===== src/rtl/mac_stop_ctrl.sv =====
// mac_stop_ctrl: sequences an SRAM-backed C = A x B multiply-accumulate with synchronous abort
// Ports: clk / resetn (async active-low); start begins a multiply from IDLE, stop aborts RUN/WRITE;
//   busy high in RUN and WRITE, done pulses once after the last C write;
//   A/B read addresses and read enables, data_out_a/b are combinational read data;
//   C write address, write enable and data_in_c (the accumulator).
module mac_stop_ctrl #(
   parameter int M = 4,
   parameter int K = 4,
   parameter int N = 4,
   parameter int DATA_WIDTH_INIT_MATRIX = 32,
   parameter int DATA_WIDTH_RESULT_MATRIX = 2*DATA_WIDTH_INIT_MATRIX + $clog2(K)
) (
   input  logic                                clk,
   input  logic                                resetn,
   input  logic                                start,
   input  logic                                stop,
   output logic                                busy,
   output logic                                done,
   output logic [$clog2(M)-1:0]                row_addr_a,
   output logic [$clog2(M)-1:0]                row_addr_c,
   output logic [$clog2(K)-1:0]                col_addr_a,
   output logic [$clog2(K)-1:0]                row_addr_b,
   output logic [$clog2(N)-1:0]                col_addr_b,
   output logic [$clog2(N)-1:0]                col_addr_c,
   output logic                                matrix_a_re,
   output logic                                matrix_b_re,
   output logic                                matrix_c_we,
   input  logic [DATA_WIDTH_INIT_MATRIX-1:0]   data_out_a,
   input  logic [DATA_WIDTH_INIT_MATRIX-1:0]   data_out_b,
   output logic [DATA_WIDTH_RESULT_MATRIX-1:0] data_in_c
);
   localparam int AW = DATA_WIDTH_INIT_MATRIX;
   localparam int RW = DATA_WIDTH_RESULT_MATRIX;
   localparam int MW = $clog2(M);
   localparam int KW = $clog2(K);
   localparam int NW = $clog2(N);
   localparam logic [MW-1:0] M_LAST = MW'(M - 1);
   localparam logic [KW-1:0] K_LAST = KW'(K - 1);
   localparam logic [NW-1:0] N_LAST = NW'(N - 1);
   typedef enum logic [1:0] {IDLE, RUN, WRITE, DONE} state_t;
   state_t state_q, state_d;
   logic [MW-1:0] i_q, i_d;
   logic [KW-1:0] k_q, k_d;
   logic [NW-1:0] j_q, j_d;
   logic [RW-1:0] acc_q, acc_d;
   logic [2*AW-1:0] prod;
   logic busy_q, busy_d, done_q, done_d, re_q, re_d, we_q, we_d;
   always_comb begin
      prod = {{AW{1'b0}}, data_out_a} * {{AW{1'b0}}, data_out_b};
      state_d = state_q;
      i_d = i_q;
      j_d = j_q;
      k_d = k_q;
      acc_d = acc_q;
      case (state_q)
         IDLE: begin
            state_d = start ? RUN : IDLE;
         end
         RUN: begin
            // k = 0 restarts the sum so no separate clear cycle is needed
            acc_d = (k_q == '0 ? '0 : acc_q) + RW'(prod);
            k_d = k_q == K_LAST ? '0 : k_q + 1'b1;
            state_d = stop ? IDLE : (k_q == K_LAST ? WRITE : RUN);
         end
         WRITE: begin
            j_d = j_q == N_LAST ? '0 : j_q + 1'b1;
            i_d = j_q == N_LAST ? i_q + 1'b1 : i_q;
            state_d = stop ? IDLE : (i_q == M_LAST && j_q == N_LAST ? DONE : RUN);
         end
         default: state_d = IDLE;
      endcase
      // indices rest at zero outside RUN/WRITE so IDLE and DONE drive address 0
      if (state_d == IDLE || state_d == DONE) begin
         i_d = '0;
         j_d = '0;
         k_d = '0;
      end
      busy_d = state_d == RUN || state_d == WRITE;
      done_d = state_d == DONE;
      re_d = state_d == RUN;
      we_d = state_d == WRITE;
   end
   always_ff @(posedge clk or negedge resetn) begin
      if (!resetn) begin
         state_q <= IDLE;
         i_q <= '0;
         j_q <= '0;
         k_q <= '0;
         acc_q <= '0;
         busy_q <= 1'b0;
         done_q <= 1'b0;
         re_q <= 1'b0;
         we_q <= 1'b0;
      end else begin
         state_q <= state_d;
         i_q <= i_d;
         j_q <= j_d;
         k_q <= k_d;
         acc_q <= acc_d;
         busy_q <= busy_d;
         done_q <= done_d;
         re_q <= re_d;
         we_q <= we_d;
      end
   end
   assign busy = busy_q;
   assign done = done_q;
   assign matrix_a_re = re_q;
   assign matrix_b_re = re_q;
   assign matrix_c_we = we_q;
   assign row_addr_a = i_q;
   assign row_addr_c = i_q;
   assign col_addr_a = k_q;
   assign row_addr_b = k_q;
   assign col_addr_b = j_q;
   assign col_addr_c = j_q;
   assign data_in_c = acc_q;
endmodule


===== config.mk =====
export PLATFORM = sky130hd
export DESIGN_NAME = mac_stop_ctrl
export DESIGN_NICKNAME = d
export VERILOG_FILES = /design/src/rtl/mac_stop_ctrl.sv
export SDC_FILE = /design/constraint.sdc
export NUM_CORES = 2
export LEC_CHECK = 0
export BUFFER_PORTS_ARGS = -buffer_cell sky130_fd_sc_hd__buf_2
export CAP_MARGIN = 20
export CORE_AREA = 2 2 282 284
export DETAILED_ROUTE_END_ITERATION = 12
export DIE_AREA = 0 0 284 286
export PLACE_DENSITY = 0.69
export SLEW_MARGIN = 10
export SYNTH_ARGS = -nofsm -noshare
export SYNTH_HDL_FRONTEND = slang
export SYNTH_SLANG_ARGS = --single-unit

===== constraint.sdc =====
create_clock -name clk -period 23.4 [get_ports clk]
set_input_delay 7.02 -clock clk [delete_from_list [all_inputs] [get_ports clk]]
set_output_delay 7.02 -clock clk [all_outputs]
set_load 0.05 [all_outputs]

==> impl_metrics.toml <==
[worst_setup_path]
crit_path_top_delay_cell = "fa_1"
reg2reg_depth = 28
crit_fanout = 32
crit_type = "in -> reg"
worst_setup_path_start_kind = "input pin"
r2r-start = "col_addr_a[0]"
cp_top_family = "adder cells"
cp-end-kind = "register"
path_buf_inv = 4
path_cells = "buf_2, nand2_1, fa_1, fa_1, fa_1, fa_1, inv_1, fa_1, fa_1, fa_1, inv_1, fa_1, inv_1, ha_1, nand2_1, nor2_1, nand3_1, nor4b_2, o2111ai_1, a211oi_2, a31o_1, xnor2_1, o21ai_1"
cp.required_ns = 23.64
rrSetupSlack_ns = 14.25
cp.arrival_ns = 14.80
cpPeakStageDelay_ns = 0.62
regToRegEndpoint = "data_in_c[64]"
critPathMostFrequentCell = "fa_1"

[clocking]
cts_root_buf = "clkbuf_16"
clk_pin_slew_worst_paths_ns = 0.07
cts-resized-gates = 0
cts.sinks = 78
cts_made_buffers = 9
hold_buffers = 0
cts_tree = "built"
htreeDepth = 3
cts_setup_buffers = 0
cts_buffer_depth = 2
insertion_delay_ns = 0.39

[drt]
vias = 28040
routed_wl_um = 100500
drtPass1Iterations = 7
routed-wl-met2_um = 46550
first_iter_violations = 1625
wl_met1_um = 43810
ant_nets = 0
wl_met3_um = 7182
top_layer_used = "met5"
viasPerCell = 5.273
routedWlPerCell_um = 18.90
drc_errors = 0

[synth]
synthCells = 4335
synthFlopType = "dfrtp_1"
synth_top_cell_area_share_pct = 49.76
synth_edf_count = 0
ys_seq_elements = 78
synth_area_um2 = 38700
synthTopCellsByCount = "inv_1, fa_1, nand2_1"
ys_seq_area_share_pct = 5.043
synthArstFlopShare_pct = 100.0
synth.most_common_cell = "inv_1"
yosysWarnings = 0
syn-num-nets = 5625
synthDistinctLibCells = 72
synth_top_cell_by_area = "fa_1"
synthTopCellsByArea = "fa_1, inv_1, and2_1, ha_1, nand2_1"
synth.avg_cell_area_um2 = 8.928

[sta]
layout_setup_ws_ns = 8.844
setup_viol = 0
rsz0062_at_grt = "no"
hold_violations = 0
worst_pin_slew_ns = 0.9003
tns_ns = 0
finalCritPeriodShare_pct = 62.21
fmax_mhz = 68.70
finClkSkew_ns = 0.009011
maxSlewHeadroom_pct = 39.98
period_needed_ns = 14.56
slew_viol_final = 0

[min_path]
min_from = "data_in_c[45]"
min_to = "data_in_c[45]"
hp-class = "reg -> reg"
hold_depth = 2

[grt]
grt_overflow = 0
grt_max_degree = 75
antenna_found_initial = 1
grt_pass1_wl_um = 168800
grt_pass1_vias = 31040
track_usage_pct = 26.41

[finish]
antenna_cells = 0
finalNetCount = 5552
syn_to_final_growth_pct = 3.705
fin_cells = 5317
layout-drive-gt1-share_pct = 4.664
fill_cells = 7388

[floorplan]
core.rowCount = 103
dieArea_um2 = 81220
die_w_um = 284
start_util_pct = 49.40
die_h_um = 286
core-area_um2 = 78360
pin_count = 151

[placed_design]
place_inst = 5300
dp_slack_ns = 8.518
port_buffers = 150
dp_hpwl_um = 83270
gp_congestion = 0.9542

[job]
maxCapViolCount = 0

[run_status]
status = "completed"
[worst reg2reg max path: cells and delay by family, from the launching register on]
kind            cells  cell delay [ns]
compound gates      5             1.54
simple gates        5             1.02
flops               1             0.43
buf+inv             8             1.02
fa+ha+maj          10             5.05
[flip-flops by register name (all words and copies together), names as in the netlist]
| register | flops |
|---|---|
| busy | 1 |
| col_addr_a | 2 |
| col_addr_b | 2 |
| data_in_c | 66 |
| done | 1 |
| matrix_a_re | 1 |
| matrix_c_we | 1 |
| row_addr_a | 2 |
| state_q | 2 |
[cell type report]
class | instances | area (um^2) | area share, %
clock inverters | 7 | 56.30 | 0.1403
flip-flops and latches | 78 | 1952 | 4.863
inverters | 1064 | 3994 | 9.950
repair buffers | 157 | 809.5 | 2.017
multi-input cells | 2952 | 31790 | 79.20
well taps | 1050 | 1314 | 3.273
clock buffers | 9 | 225.2 | 0.5611
[per-layer routing]
metal	track usage (%)	up-vias
li1	-	12320
met1	36.84	14570
met2	42.71	987
met3	4.474	155
met4	7.645	2
met5	0	-
[how the worst max path moves through the flow]
stage	cells after the start	startpoint	endpoint	slack, ns
finish	23	data_out_a[18]	data_in_c[63]	8.84
floorplan	29	data_out_a[18]	data_in_c[65]	9.65
global route	23	data_out_a[23]	data_in_c[51]	8.53
detailed placement	26	data_out_a[11]	data_in_c[64]	8.52
CTS	26	data_out_a[11]	data_in_c[64]	8.93
global placement	26	data_out_a[19]	data_in_c[64]	8.56
[cells by family (layout without fill, tap and decap cells)]
| family | after synthesis | count (layout) | share of synthesized area [%] |
|---|---|---|---|
| xor gates and xnor gates | 56 | 56 | 1.267 |
| AOI/OAI and AO/OA | 293 | 293 | 4.836 |
| buffers and inverters | 1305 | 1237 | 12.86 |
| adders and majority gates | 1222 | 1222 | 58.16 |
| muxes | 4 | 4 | 0.1035 |
| DFF | 78 | 78 | 5.043 |
| and+or+nand+nor | 1377 | 1377 | 17.73 |
[cells in the final DEF, fill, tap and decap left out, drive strengths merged, types with 3 or more instances in the layout]
| cell | Yosys | routed |
|---|---|---|
| inv | 1064 | 1067 |
| ha | 260 | 260 |
| or3 | 3 | 3 |
| a31o | 3 | 3 |
| fa | 962 | 962 |
| o31ai | 7 | 7 |
| clkbuf | 223 | 9 |
| or2 | 3 | 3 |
| a21boi | 6 | 6 |
| o221ai | 3 | 3 |
| nor4 | 4 | 4 |
| o21ai | 92 | 92 |
| xnor2 | 29 | 29 |
| xor2 | 27 | 27 |
| a21oi | 86 | 86 |
| mux2i | 4 | 4 |
| o21a | 5 | 5 |
| a31oi | 10 | 10 |
| dfrtp | 78 | 78 |
| o211ai | 8 | 8 |
| o21bai | 13 | 13 |
| a221oi | 5 | 5 |
| nor2b | 56 | 56 |
| nor2 | 58 | 58 |
| nand2 | 642 | 642 |
| clkinv | 0 | 3 |
| nand4 | 16 | 16 |
| nor3 | 11 | 11 |
| a211oi | 10 | 10 |
| nand2b | 20 | 20 |
| and3 | 11 | 11 |
| buf | 17 | 157 |
| and2 | 530 | 530 |
| nand3 | 17 | 17 |
| a21o | 29 | 29 |
[metrics by stage]
step	util [%]	area (um^2)	hold slack [ns]
floorplan	-	38700	0.6650
CTS	51.21	40130	0.4951
detailed placement	50.85	39850	0.4787
global placement	50.85	39850	0.4665
finish	51.23	40140	0.4877
global route	51.23	40140	0.5134
Power is left out: the tool's default activity adds up to more than one toggle a clock period on the data nets, which glitch-free logic cannot reach.
